==> src/rtl/rx_interface.sv <==
// Receive-side parser: pops bytes from a first-word-fall-through FIFO and converts
// terminator-ended ASCII decimal strings into an 8-bit value, flagging malformed input.
module rx_interface #(
   parameter int unsigned    DBIT       = 8,
   parameter int unsigned    MAX_DIGITS = 3,
   parameter logic [DBIT-1:0] TERM      = 8'h0D
) (
   input  logic            clk,
   input  logic            reset,
   input  logic            rx_empty,
   input  logic [DBIT-1:0] r_data,
   output logic            rd,
   output logic [DBIT-1:0] dout,
   output logic            dout_valid,
   output logic            err
);

   localparam int unsigned AW = 9;
   localparam int unsigned CW = $clog2(MAX_DIGITS + 1);

   typedef enum logic [0:0] {StIdle, StDecode} state_e;

   state_e          state_q, state_d;
   logic [AW-1:0]   acc_q, acc_d;
   logic [CW-1:0]   count_q, count_d;
   logic [DBIT-1:0] byte_q, byte_d;
   logic            discard_q, discard_d;
   logic            rd_q, rd_d;
   logic [DBIT-1:0] dout_q, dout_d;
   logic            valid_q, valid_d;
   logic            err_q, err_d;

   logic            is_digit;
   logic            is_term;
   logic [12:0]     next_val;

   assign is_digit = (byte_q >= DBIT'(8'h30)) && (byte_q <= DBIT'(8'h39));
   assign is_term  = (byte_q == TERM);
   // Wide enough for a 255 accumulator times ten plus nine, before the range check.
   assign next_val = 13'(acc_q) * 13'd10 + 13'(byte_q[3:0]);

   always_ff @(posedge clk) begin
      if (reset) begin
         state_q   <= StIdle;
         acc_q     <= '0;
         count_q   <= '0;
         byte_q    <= '0;
         discard_q <= 1'b0;
         rd_q      <= 1'b0;
         dout_q    <= '0;
         valid_q   <= 1'b0;
         err_q     <= 1'b0;
      end else begin
         state_q   <= state_d;
         acc_q     <= acc_d;
         count_q   <= count_d;
         byte_q    <= byte_d;
         discard_q <= discard_d;
         rd_q      <= rd_d;
         dout_q    <= dout_d;
         valid_q   <= valid_d;
         err_q     <= err_d;
      end
   end

   // DECODE always returns to IDLE, so rx_empty is never sampled while rd is high.
   always_comb begin
      state_d = state_q;
      unique case (state_q)
         StIdle:   if (!rx_empty) state_d = StDecode;
         StDecode: state_d = StIdle;
         default:  state_d = StIdle;
      endcase
   end

   always_comb begin
      acc_d     = acc_q;
      count_d   = count_q;
      byte_d    = byte_q;
      discard_d = discard_q;
      rd_d      = 1'b0;
      dout_d    = dout_q;
      valid_d   = 1'b0;
      err_d     = 1'b0;
      unique case (state_q)
         StIdle: begin
            if (!rx_empty) begin
               byte_d = r_data;
               rd_d   = 1'b1;
            end
         end
         StDecode: begin
            if (discard_q) begin
               // Resynchronise: everything up to and including the terminator is dropped.
               if (is_term) begin
                  acc_d     = '0;
                  count_d   = '0;
                  discard_d = 1'b0;
               end
            end else if (is_digit) begin
               if (count_q == CW'(MAX_DIGITS) || next_val > 13'd255) begin
                  err_d     = 1'b1;
                  discard_d = 1'b1;
               end else begin
                  acc_d   = next_val[AW-1:0];
                  count_d = count_q + CW'(1);
               end
            end else if (is_term) begin
               if (count_q != '0) begin
                  dout_d  = DBIT'(acc_q[7:0]);
                  valid_d = 1'b1;
                  acc_d   = '0;
                  count_d = '0;
               end
            end else begin
               err_d     = 1'b1;
               discard_d = 1'b1;
            end
         end
         default: ;
      endcase
   end

   assign rd         = rd_q;
   assign dout       = dout_q;
   assign dout_valid = valid_q;
   assign err        = err_q;

endmodule

==> config.mk <==
export PLATFORM = sky130hd
export DESIGN_NAME = rx_interface
export DESIGN_NICKNAME = d
export VERILOG_FILES = /design/src/rtl/rx_interface.sv
export SDC_FILE = /design/constraint.sdc
export NUM_CORES = 1
export LEC_CHECK = 0
export BUFFER_PORTS_ARGS = -buffer_cell sky130_fd_sc_hd__buf_4
export CORE_AREA = 2 2 104 66
export CTS_CLUSTER_SIZE = 8
export DETAILED_ROUTE_END_ITERATION = 10
export DIE_AREA = 0 0 106 68
export SYNTH_ARGS = -nofsm -noshare
export SYNTH_HDL_FRONTEND = slang
export SYNTH_SLANG_ARGS = --single-unit
==> constraint.sdc <==
create_clock -name clk -period 5.7 [get_ports clk]
set_input_delay 0 -clock clk [delete_from_list [all_inputs] [get_ports clk]]
set_output_delay 0 -clock clk [all_outputs]
set_load 0.1 [all_outputs]
## Word level (Yosys, flattened, before mapping)

Cells that the tools add are included.

- Flip-flop bits (word level): 32
- Input port bits: 11
- Output and inout bits: 11
- Word-level logic and storage cells: 54

- Bitwise logic cells: 5
- $mul: 1
- Magnitude comparators: 3
- Equal/unequal tests: 4
- $add $sub $neg: 2
- Muxes and demuxes: 19
- Reductions and logical operators: 11

Operators by type and width:

| operator | number |
|---|---|
| $mux 9 | 6 |
| $add 13x4->13 | 1 |
| $gt 13x8->1 const B | 1 |
| $mul 9x3->12 const B | 1 |
| $mux 2 | 6 |
| $reduce_and 5->1 | 2 |
| $eq 8x4->1 const B | 1 |
| $ge 8x6->1 const B | 1 |
| $le 8x6->1 const B | 1 |
| $mux 1 | 6 |
| $not 1->1 | 5 |
| $reduce_or 5->1 | 1 |
| $reduce_bool 2->1 | 2 |
| $ne 3x3->1 const B | 1 |
| $reduce_bool 3->1 | 1 |
| $reduce_or 3->1 | 1 |
| $add 2x1->2 const B | 1 |
| $eq 2x2->1 const B | 1 |
| $ne 2x1->1 const B | 1 |
| $pmux 1 s2 | 1 |
| $reduce_and 2->1 | 1 |
| $reduce_or 2->1 | 1 |
| $logic_and 1x1->1 | 1 |
| $logic_or 1x1->1 | 1 |

## Logic depth before layout (Yosys ltp)

Gate-level depths: netlist (run 1).

- Depth after elaboration: 7
- Mapped depth: 11
- Mapped depth without buffers: 10

## Least setup slack after synthesis (run 1)

Ideal clock, no wire load.

- Kind: flip-flop to flip-flop
- Start point: register acc_q[1]
- End point: register acc_q[3]
- Setup time: 0.072 ns
- Path slack: 3.026 ns
- Period minus slack after synthesis: 2.674 ns
- Buffers on the path: 1
- Required time: 5.628 ns
- Arrival: 2.602 ns
- Cell stages (with the launch flop): 12
- Cell sequence: dfxtp_1 ha_1 ha_1 inv_1 fa_1 nand2b_1 a211oi_1 mux2i_1 nand4_1 a211oi_2 buf_6 mux2i_1

- Cells in the longest elaborated chain, start to end: 6
- Elaborated cells on any way between the ends: 9
- Those cells by class: 1 x add/sub; 1 x mul; 1 x order compare; 1 x eq/ne; 3 x mux; 2 x reduce/logical

Ends and longest elaborated chain:

| what | line | RTL |
|---|---|---|
| start, declared | 24 | `logic [AW-1:0] acc_q, acc_d;` |
| start signal, assigned | 45 | `acc_q <= '0;` |
| start signal, assigned | 55 | `acc_q <= acc_d;` |
| $mul 9x3->12 * | 40 | `assign next_val = 13'(acc_q) * 13'd10 + 13'(byte_q[3:0]);` |
| $add 13x4->13 * | 40 |  |
| $gt 13x8->1 | 101 | `if (count_q == CW'(MAX_DIGITS) \|\| next_val > 13'd255) begin` |
| $logic_or 1x1->1 | 101 |  |
| $ne 3x3->1 (no source line) | - |  |
| $reduce_and 5->1 (no source line) | - |  |

Every way passes the cells marked *; elsewhere a longest branch is shown, timed or not. The select of a mux whose other input is x is not followed.
A chain may end at the register's enable or synchronous reset.

## Worst setup path in the final report (run 1)

- Start point: register acc_q[1]
- End point: register acc_q[6]

Same word-level chain as after synthesis.

==> results of run 1 <==
worst min-delay path by stage:
stage,slack (ns),end
after floorplan,0.14,byte_q[0]
after global placement,0.25,state_q
after detailed placement,0.25,state_q
after CTS,0.05,dout[6]
after global routing,0.06,dout_valid
final,0.06,dout[4]
layout by cell type (no fill, tap or decap), types with 2 or more instances in the layout:
cell and instances:
nand2_1 31, dfxtp_1 31, buf_4 21, mux2i_1 19, ha_1 19, nor2_1 17
a21oi_1 17, o21ai_0 10, dlygate4sd3_1 9, inv_1 6, clkbuf_8 6, xnor2_1 5
nand2b_1 3, a21o_1 3, o21bai_1 2, nor3b_1 2, o21a_1 2, nand4_1 2
a211oi_1 2, nor2b_1 2, xor2_1 2, fa_1 2
cells in the mapped netlist (2+ instances only):
cell	count
dfxtp_1	31
nand2_1	31
ha_1	19
mux2i_1	19
a21oi_1	17
nor2_1	17
o21ai_0	10
inv_1	6
clkbuf_1	5
xnor2_1	5
a21o_1	3
nand2b_1	3
a211oi_1	2
fa_1	2
nand4_1	2
nor2b_1	2
nor3b_1	2
o21a_1	2
o21bai_1	2
xor2_1	2
layout make-up:
type,instances,area (um^2)
Tap cell,87,109
Clock inverter,1,5.00
Multi-Input combinational cell,160,1140
Sequential cell,31,621
Fill cell,656,4130
Clock buffer,6,82.6
Inverter,6,22.5
Timing Repair Buffer,30,248
power by group through the flow:
stage                     combinational [mW]  clock (mW)  sequential [mW]
after floorplan                       0.0133           0            0.234
after global placement                0.0264           0            0.231
after detailed placement              0.0265           0            0.231
after CTS                             0.0316       0.185            0.226
after global routing                  0.0347       0.193            0.227
final                                 0.0317       0.181            0.226
repair_timing:
| action | in CTS | in global routing |
|---|---|---|
| endpoints found under the hold margin | 9 | 0 |
| hold buffers | 9 | 0 |
| setup endpoints to repair | 0 | 0 |
registers in the layout, summed over array words and instances (netlist names):
| name | cells |
|---|---|
| acc_q | 9 |
| byte_q | 8 |
| count_q | 2 |
| discard_q | 1 |
| dout | 8 |
| dout_valid | 1 |
| err | 1 |
| state_q | 1 |
critical path: stages (launching register included):
cell      delay (ns)
dfxtp_1         0.37
ha_1            0.30
ha_1            0.19
inv_1           0.06
fa_1            0.40
nand2b_1        0.18
a211oi_1        0.36
mux2i_1         0.23
nand4_1         0.15
a211oi_2        0.94
mux2i_1         0.27
cell families (layout without fill, tap and decap cells):
group                    Yosys count  count (layout)  share of synthesized area (%)
flip-flops                        31              31                           34.1
XOR/XNOR                           7               7                           3.37
AO/OA/AOI/OAI                     45              45                           15.7
buffers and inverters             13              43                           3.09
AND/OR/NAND/NOR                   68              68                           18.1
adder cells (fa/ha/maj)           21              21                           15.3
multiplexers                      19              19                           10.4
per-layer routing:
metal | part of all wire (%) | up-vias | GRT usage, %
li1 | - | 780 | -
met1 | 57 | 716 | 19.3
met2 | 37 | 31 | 15.5
met3 | 4.4 | 7 | 3.81
met4 | 1.6 | 0 | 5.43
met5 | 0 | - | 0
==> out/results.ini, run 1 <==
[status]
outcome=finished clean

[power_and_ir_drop]
pwr-share-seq_pct=51.6
pwr-share-clk_pct=41.2
p_int_uw=330
power_density_nw_per_um2=197
combPwrFrac_pct=7.2
p_sw_uw=109
power_leakage_nw=0.973
ir_drop_mv=0.0762
switching_share_pct=24.8
p_total_uw=439

[route]
first_pass_iters=4
drcViolationCount=0
wirelength_um=4210
wl_per_cell_um=13.1
drtIter0Drc=85
drtAntennaViolNets=0
viasPerCell=4.78
vias=1534

[yosys]
synth_warnings=0
syn_inst=204
synth_edf_count=0
syn_avg_cell_area_um2=8.92
yosys.area.top_type=dfxtp_1
synth.distinct_cells=42
synthFlopType=dfxtp_1
ys_async_sr_fraction_pct=0
post-synth-top-area-fraction_pct=34.1
synth.area.top_cells=dfxtp_1 34%, ha_1 13%, mux2i_1 10%, nand2_1 6.4%, a21oi_1 4.7%
syn_area_um2=1820
synth_fp_nets=236
seq_area_frac_synth_pct=34.1
ys_ff_latch=31

[sta]
finalSetupTns_ns=0
worst-slew-pin-transition_ns=1.10
setup_viol=0
finClkSkew_ns=0.00452
finalCritPeriodShare_pct=61.7
finalCriticalPeriod_ns=3.52
slew_violations=0
hold_viol_final=0
fin_ws_ns=2.18
rsz0062_at_grt=false
fin_hold_ws_ns=0.0555
fmax_ghz=0.284
max-slew-margin-rel_pct=26.4

[floorplan]
rows=23
die_w_um=106
initial_core_util_pct=28.6
ios=22
placeableCoreArea_um2=6360
die_h_um=68
die-area_um2=7210

[setup_path]
regToRegSetupSlack_ns=2.18
path_class=reg -> reg
r2r_start=acc_q[1]
worst_ep_arrival_time_ns=3.74
crit_end=acc_q[6]
reg2reg_to=acc_q[6]
setup.worst_path.start=acc_q[1]
cp.required_ns=5.92
reg2reg_depth=10
crit_path_start_kind=flip-flop
endpoint_kind=flip-flop
crit_fanout=10

[clock_tree]
clk_path_buf_depth=2
cts_resized=0
cts_setup_buffers=0
clock-sinks=31
cts_tree=built
htreeDepth=2
clkLatencyLatePin_ns=0.29
cts_buffers=5
cts_root_buf=clkbuf_8
clk_pin_slew_ns=0.07

[grt]
grt_pass1_wl_um=6790
antenna_found_initial=0
grt_util_all_layers_pct=12.6
grt_pass1_vias=1345
grt_overflow=0
grt_max_degree=23

[place]
dp.cells=305
placement.cell_area_um2=2050
pre_cts_ws_ns=2.23
numPortBuffers=21
hpwl_um=3080
gp_congestion=0.787

[worst_hold_path]
hp-class=in -> reg
hp-start=reset
min_path_cells=2

[finish]
drive_gt1_share_pct=13.7
fin_area_um2=2230
diodes=0
syn_to_final_growth_pct=22.5
final_nets=266
fin_util_pct=35.1
fin_cells=321

[flow_run]
cap_violations=0

Power figures use the tool's default switching activity.
==> run 2: changes to the inputs <==
clock period = 3 ns   (was 5.7 ns; I/O delays follow)
==> run 2 against run 1 <==
Against the previous run: final cell count rose by 1.9%; global-route usage rose by 0.068 points; critical endpoint is now acc_q[1]; fmax rose by 21%; sequential share of layout area fell by 0.52 points; combinational power rose by 92%; largest cell class unchanged.
==> out/results.ini, run 2 (synthesis gave the netlist of run 1 again) <==
[clock_tree]
clock-sinks=31
cts_tree=built
clkLatencyLatePin_ns=0.29
clk_path_buf_depth=2
cts_buffers=5
cts_root_buf=clkbuf_8
clk_pin_slew_ns=0.07
htreeDepth=2

[floorplan]
die_w_um=106
rows=23
initial_core_util_pct=28.6
ios=22
die-area_um2=7210
placeableCoreArea_um2=6360
die_h_um=68

[finish]
regMostFlops=acc_q
multi_input_area_um2=1150
largest_reg_flops=9
final_nets=271
final_cell_mix=31 x nand2_1, 31 x dfxtp_1, 25 x buf_4
fin_util_pct=35.7
fin_cells=327
syn_to_final_growth_pct=24.9
regArea_um2=621
drive_gt1_share_pct=15.8
diodes=0
fill_cells=636

[setup_path]
critPathMaxStageDelay_ns=0.40
cp.required_ns=3.22
regToRegSetupSlack_ns=0.10
path_class=reg -> reg
reg2reg_depth=11
setup.worst_path.start=acc_q[3]
reg2reg_to=acc_q[1]
endpoint_kind=flip-flop
crit_end=acc_q[1]
crit_path_start_kind=flip-flop
path_cells=ha_1, ha_2, inv_1, fa_1, nand2b_1, a211oi_2, mux2i_1, nand4_1, a211oi_2, buf_4, mux2i_1
critical-path-slowest-cell=fa_1
crit_fanout=5
worst_ep_arrival_time_ns=3.12
r2r_start=acc_q[3]

[sta]
hold_viol_final=0
max-slew-margin-rel_pct=28.9
slew_violations=0
finalCritPeriodShare_pct=96.6
finalSetupTns_ns=0
fmax_ghz=0.345
worst-slew-pin-transition_ns=1.06
finClkSkew_ns=0.00349
finalCriticalPeriod_ns=2.90
fin_ws_ns=0.101
setup_viol=0

[route]
drtAntennaViolNets=0
wirelength_um=4380
vias=1529
wl_per_cell_um=13.4
drtIter0Drc=76
viasPerCell=4.68
first_pass_iters=4
drcViolationCount=0

[flow_run]
cap_violations=0

[power_and_ir_drop]
power_density_nw_per_um2=358
pwr-share-clk_pct=39.7
switching_share_pct=25.1
power_leakage_nw=0.992
pwr-share-seq_pct=52.8
p_int_uw=610
combPwrFrac_pct=7.5
p_sw_uw=204
p_total_uw=814
ir_drop_mv=0.149

[grt]
grt_pass1_wl_um=6800
grt_pass1_vias=1345
grt_overflow=0
grtUsageMet3_pct=5.14
antenna_found_initial=0
grt_max_degree=23
met2_usage_pct=16.0
use_met1_pct=18.8
grt_util_all_layers_pct=12.6
grt_busiest_layer=met1

[place]
numPortBuffers=21
pre_cts_ws_ns=0.0618
gp_congestion=0.774
dp.cells=307
hpwl_um=3110

[worst_hold_path]
hp-class=in -> reg

[status]
outcome=finished clean

## run 2: cell count changes in the layout (fill, tap and decap cells not counted), sizes merged
cell | previous run | this run
buf | 21 | 26
clkbuf | 6 | 7
## run 2: worst min path at each step
| stage | from | to | slack, ns | cells past startpoint |
|---|---|---|---|---|
| after detailed placement | rx_empty | state_q | 0.25 | 2 |
| after CTS | reset | dout[3] | 0.06 | 2 |
| after global placement | rx_empty | state_q | 0.25 | 2 |
| after floorplan | r_data[0] | byte_q[0] | 0.14 | 2 |
| final | reset | dout[4] | 0.06 | 2 |
| after global routing | reset | dout[7] | 0.06 | 2 |
## run 2: layer usage
metal	vias up	wire, um
met2	33	1680
met5	-	0
li1	789	-
met1	703	2440
met3	4	222
met4	0	46
## run 2: critical path: cells and delay by family, from the launching register on
kind                       cells  cell delay [ns]
DFF                            1             0.35
buffers and inverters          2             0.28
AOI/OAI and AO/OA              2             0.55
muxes                          2             0.42
adders and majority gates      3             0.89
and+or+nand+nor                2             0.34
## run 2: timing repair
action | CTS | global route
setup endpoints to repair | 0 | 10
hold buffers | 9 | 0
buffers inserted | 0 | 2
endpoints found under the hold margin | 9 | 0
gates resized for setup | 0 | 5
## run 2: cell type report
cell class	count	share of cell area (%)
inverter	6	0.991
multi-input combinational	160	50.6
sequential	31	27.3
clock inverter	1	0.220
timing repair buffer	35	12.7
clock buffer	7	3.36
tap	87	4.79
## run 2: power groups by stage
stage | logic, mW | registers (mW) | clock network [mW]
final | 0.0610 | 0.430 | 0.323
after global routing | 0.0676 | 0.432 | 0.347
after CTS | 0.0604 | 0.430 | 0.328
after detailed placement | 0.0510 | 0.439 | 0
after global placement | 0.0501 | 0.439 | 0
after floorplan | 0.0252 | 0.444 | 0
## run 2: per-stage QoR
step | instance area (um^2) | hold WS (ns)
after floorplan | 1820 | 0.136
after global placement | 2070 | 0.247
after detailed placement | 2070 | 0.248
after CTS | 2240 | 0.0635
after global routing | 2270 | 0.0593
final | 2270 | 0.0648
==> run 3: changes to the inputs <==
BUFFER_PORTS_ARGS = default   (was -buffer_cell sky130_fd_sc_hd__buf_4)
DONT_BUFFER_PORTS = 1   (was default)
==> run 3 against run 2 <==
Against the previous run: critical path depth is 1 higher; setup slack better by 0.034 ns; highest routed layer unchanged; fmax is 1.2% higher.
==> out/results.ini, run 3 (synthesis gave the netlist of run 1 again) <==
[floorplan]
ios=22
initial_core_util_pct=28.6
rows=23
die_h_um=68
die_w_um=106
placeableCoreArea_um2=6360
die-area_um2=7210

[place]
gp_congestion=0.828
hpwl_um=3160
dp.cells=294
numPortBuffers=0
placement.cell_area_um2=1970
pre_cts_ws_ns=0.118

[grt]
grt_pass1_vias=1315
grt_max_degree=22
grt_overflow=0
antenna_found_initial=0
grt_pass1_wl_um=6730
grt_util_all_layers_pct=12.3

[sta]
finalCriticalPeriod_ns=2.87
fin_ws_ns=0.134
hold_viol_final=0
worst-slew-pin-transition_ns=0.980
setup_viol=0
slew_violations=0
finalSetupTns_ns=0
finalCritPeriodShare_pct=95.5
max-slew-margin-rel_pct=34.6
fmax_ghz=0.349
finClkSkew_ns=0.00306

[worst_hold_path]
hp-start=rx_empty
worstHoldEndpoint=byte_q[3]
min_path_cells=3
hp-class=in -> reg

[finish]
drive_gt1_share_pct=13.2
fin_cells=314
fill_cells=660
largest_reg_flops=9
final_common_cell=nand2_1
regMostFlops=acc_q
multi_input_area_um2=1180
regArea_um2=622
fin_area_um2=2220
final_nets=259
final_cell_mix=31 x nand2_1, 30 x dfxtp_1, 19 x mux2i_1
syn_to_final_growth_pct=21.9
diodes=0

[setup_path]
path_cells=ha_1, ha_2, inv_1, fa_2, nand2b_4, a211oi_4, mux2i_1, nand4_1, a211oi_2, buf_4, buf_6, mux2i_1
reg2reg_to=acc_q[7]
crit_path_start_kind=flip-flop
reg2reg_depth=12
cp.required_ns=3.21
critical-path-slowest-cell=fa_2
regToRegSetupSlack_ns=0.13
endpoint_kind=flip-flop
worst_ep_arrival_time_ns=3.08
crit_top_cell=mux2i_1
crit_fanout=5
r2r_start=acc_q[3]
path_class=reg -> reg
critPathMaxStageDelay_ns=0.37

[clock_tree]
clk_path_buf_depth=2
cts_root_buf=clkbuf_8
htreeDepth=2
clk_pin_slew_ns=0.06
clkLatencyLatePin_ns=0.29
cts_buffers=5
cts_tree=built
clock-sinks=31

[power_and_ir_drop]
ir_drop_mv=0.196
power_density_nw_per_um2=369
power_leakage_nw=0.959
p_total_uw=818

[route]
wirelength_um=4340
vias=1508
viasPerCell=4.80
first_pass_iters=4
drtAntennaViolNets=0
drtIter0Drc=73
wl_per_cell_um=13.8
drcViolationCount=0

[status]
outcome=finished clean

[flow_run]
cap_violations=0

==> run 3: final cells by class <==
cell class              instances  area share [%]
clock buffers                   6            3.72
clock inverters                 1           0.226
inverters                       6            1.02
multi-input cells             160            53.0
flip-flops and latches         31            28.0
well taps                      87            4.91
repair buffers                 23            9.08
==> run 3: how the worst max path moves through the flow <==
stage          endpoint      from  slack, ns
2_1_floorplan  acc_q[3]  acc_q[1]       0.33
3_3_place_gp   acc_q[3]  acc_q[3]       0.18
3_5_place_dp   acc_q[7]  acc_q[3]       0.12
4_1_cts        acc_q[7]  acc_q[3]       0.08
5_1_grt        acc_q[2]  acc_q[3]      -0.01
6_report       acc_q[7]  acc_q[3]       0.13
==> run 3: report_power, final <==
part           internal (mW)  switching (mW)
registers              0.420          0.0137
clock network          0.180           0.157
logic                 0.0197          0.0276
total                  0.620           0.198
==> run 3: stage by stage <==
stage / hold slack (ns) / utilization [%]
2_1_floorplan: 0.136 / -
3_3_place_gp: 0.0762 / 31.0
3_5_place_dp: 0.0764 / 31.0
4_1_cts: 0.00779 / 33.9
5_1_grt: 0.0480 / 34.9
6_report: 0.0188 / 34.9
==> run 3: per-layer routing <==
layer	part of all wire, %	track usage, %
met1	56	18.5
met2	37	15.7
met3	6.2	4.95
met4	0.60	2.80
met5	0	0
==> run 3: repair_timing <==
action / in CTS / in global routing
setup endpoints to repair: 0 / 10
buffers inserted: 0 / 2
gates resized for setup: 0 / 9
hold buffers: 10 / 0
hold endpoints to repair: 30 / 0
==> run 3: critical path, delay by kind of cell, from the launching register on <==
family / cells / cell delay (ns)
mux: 2 / 0.40
fa+ha+maj: 3 / 0.84
compound gates: 2 / 0.56
flops: 1 / 0.34
simple gates: 2 / 0.31
buf+inv: 3 / 0.35
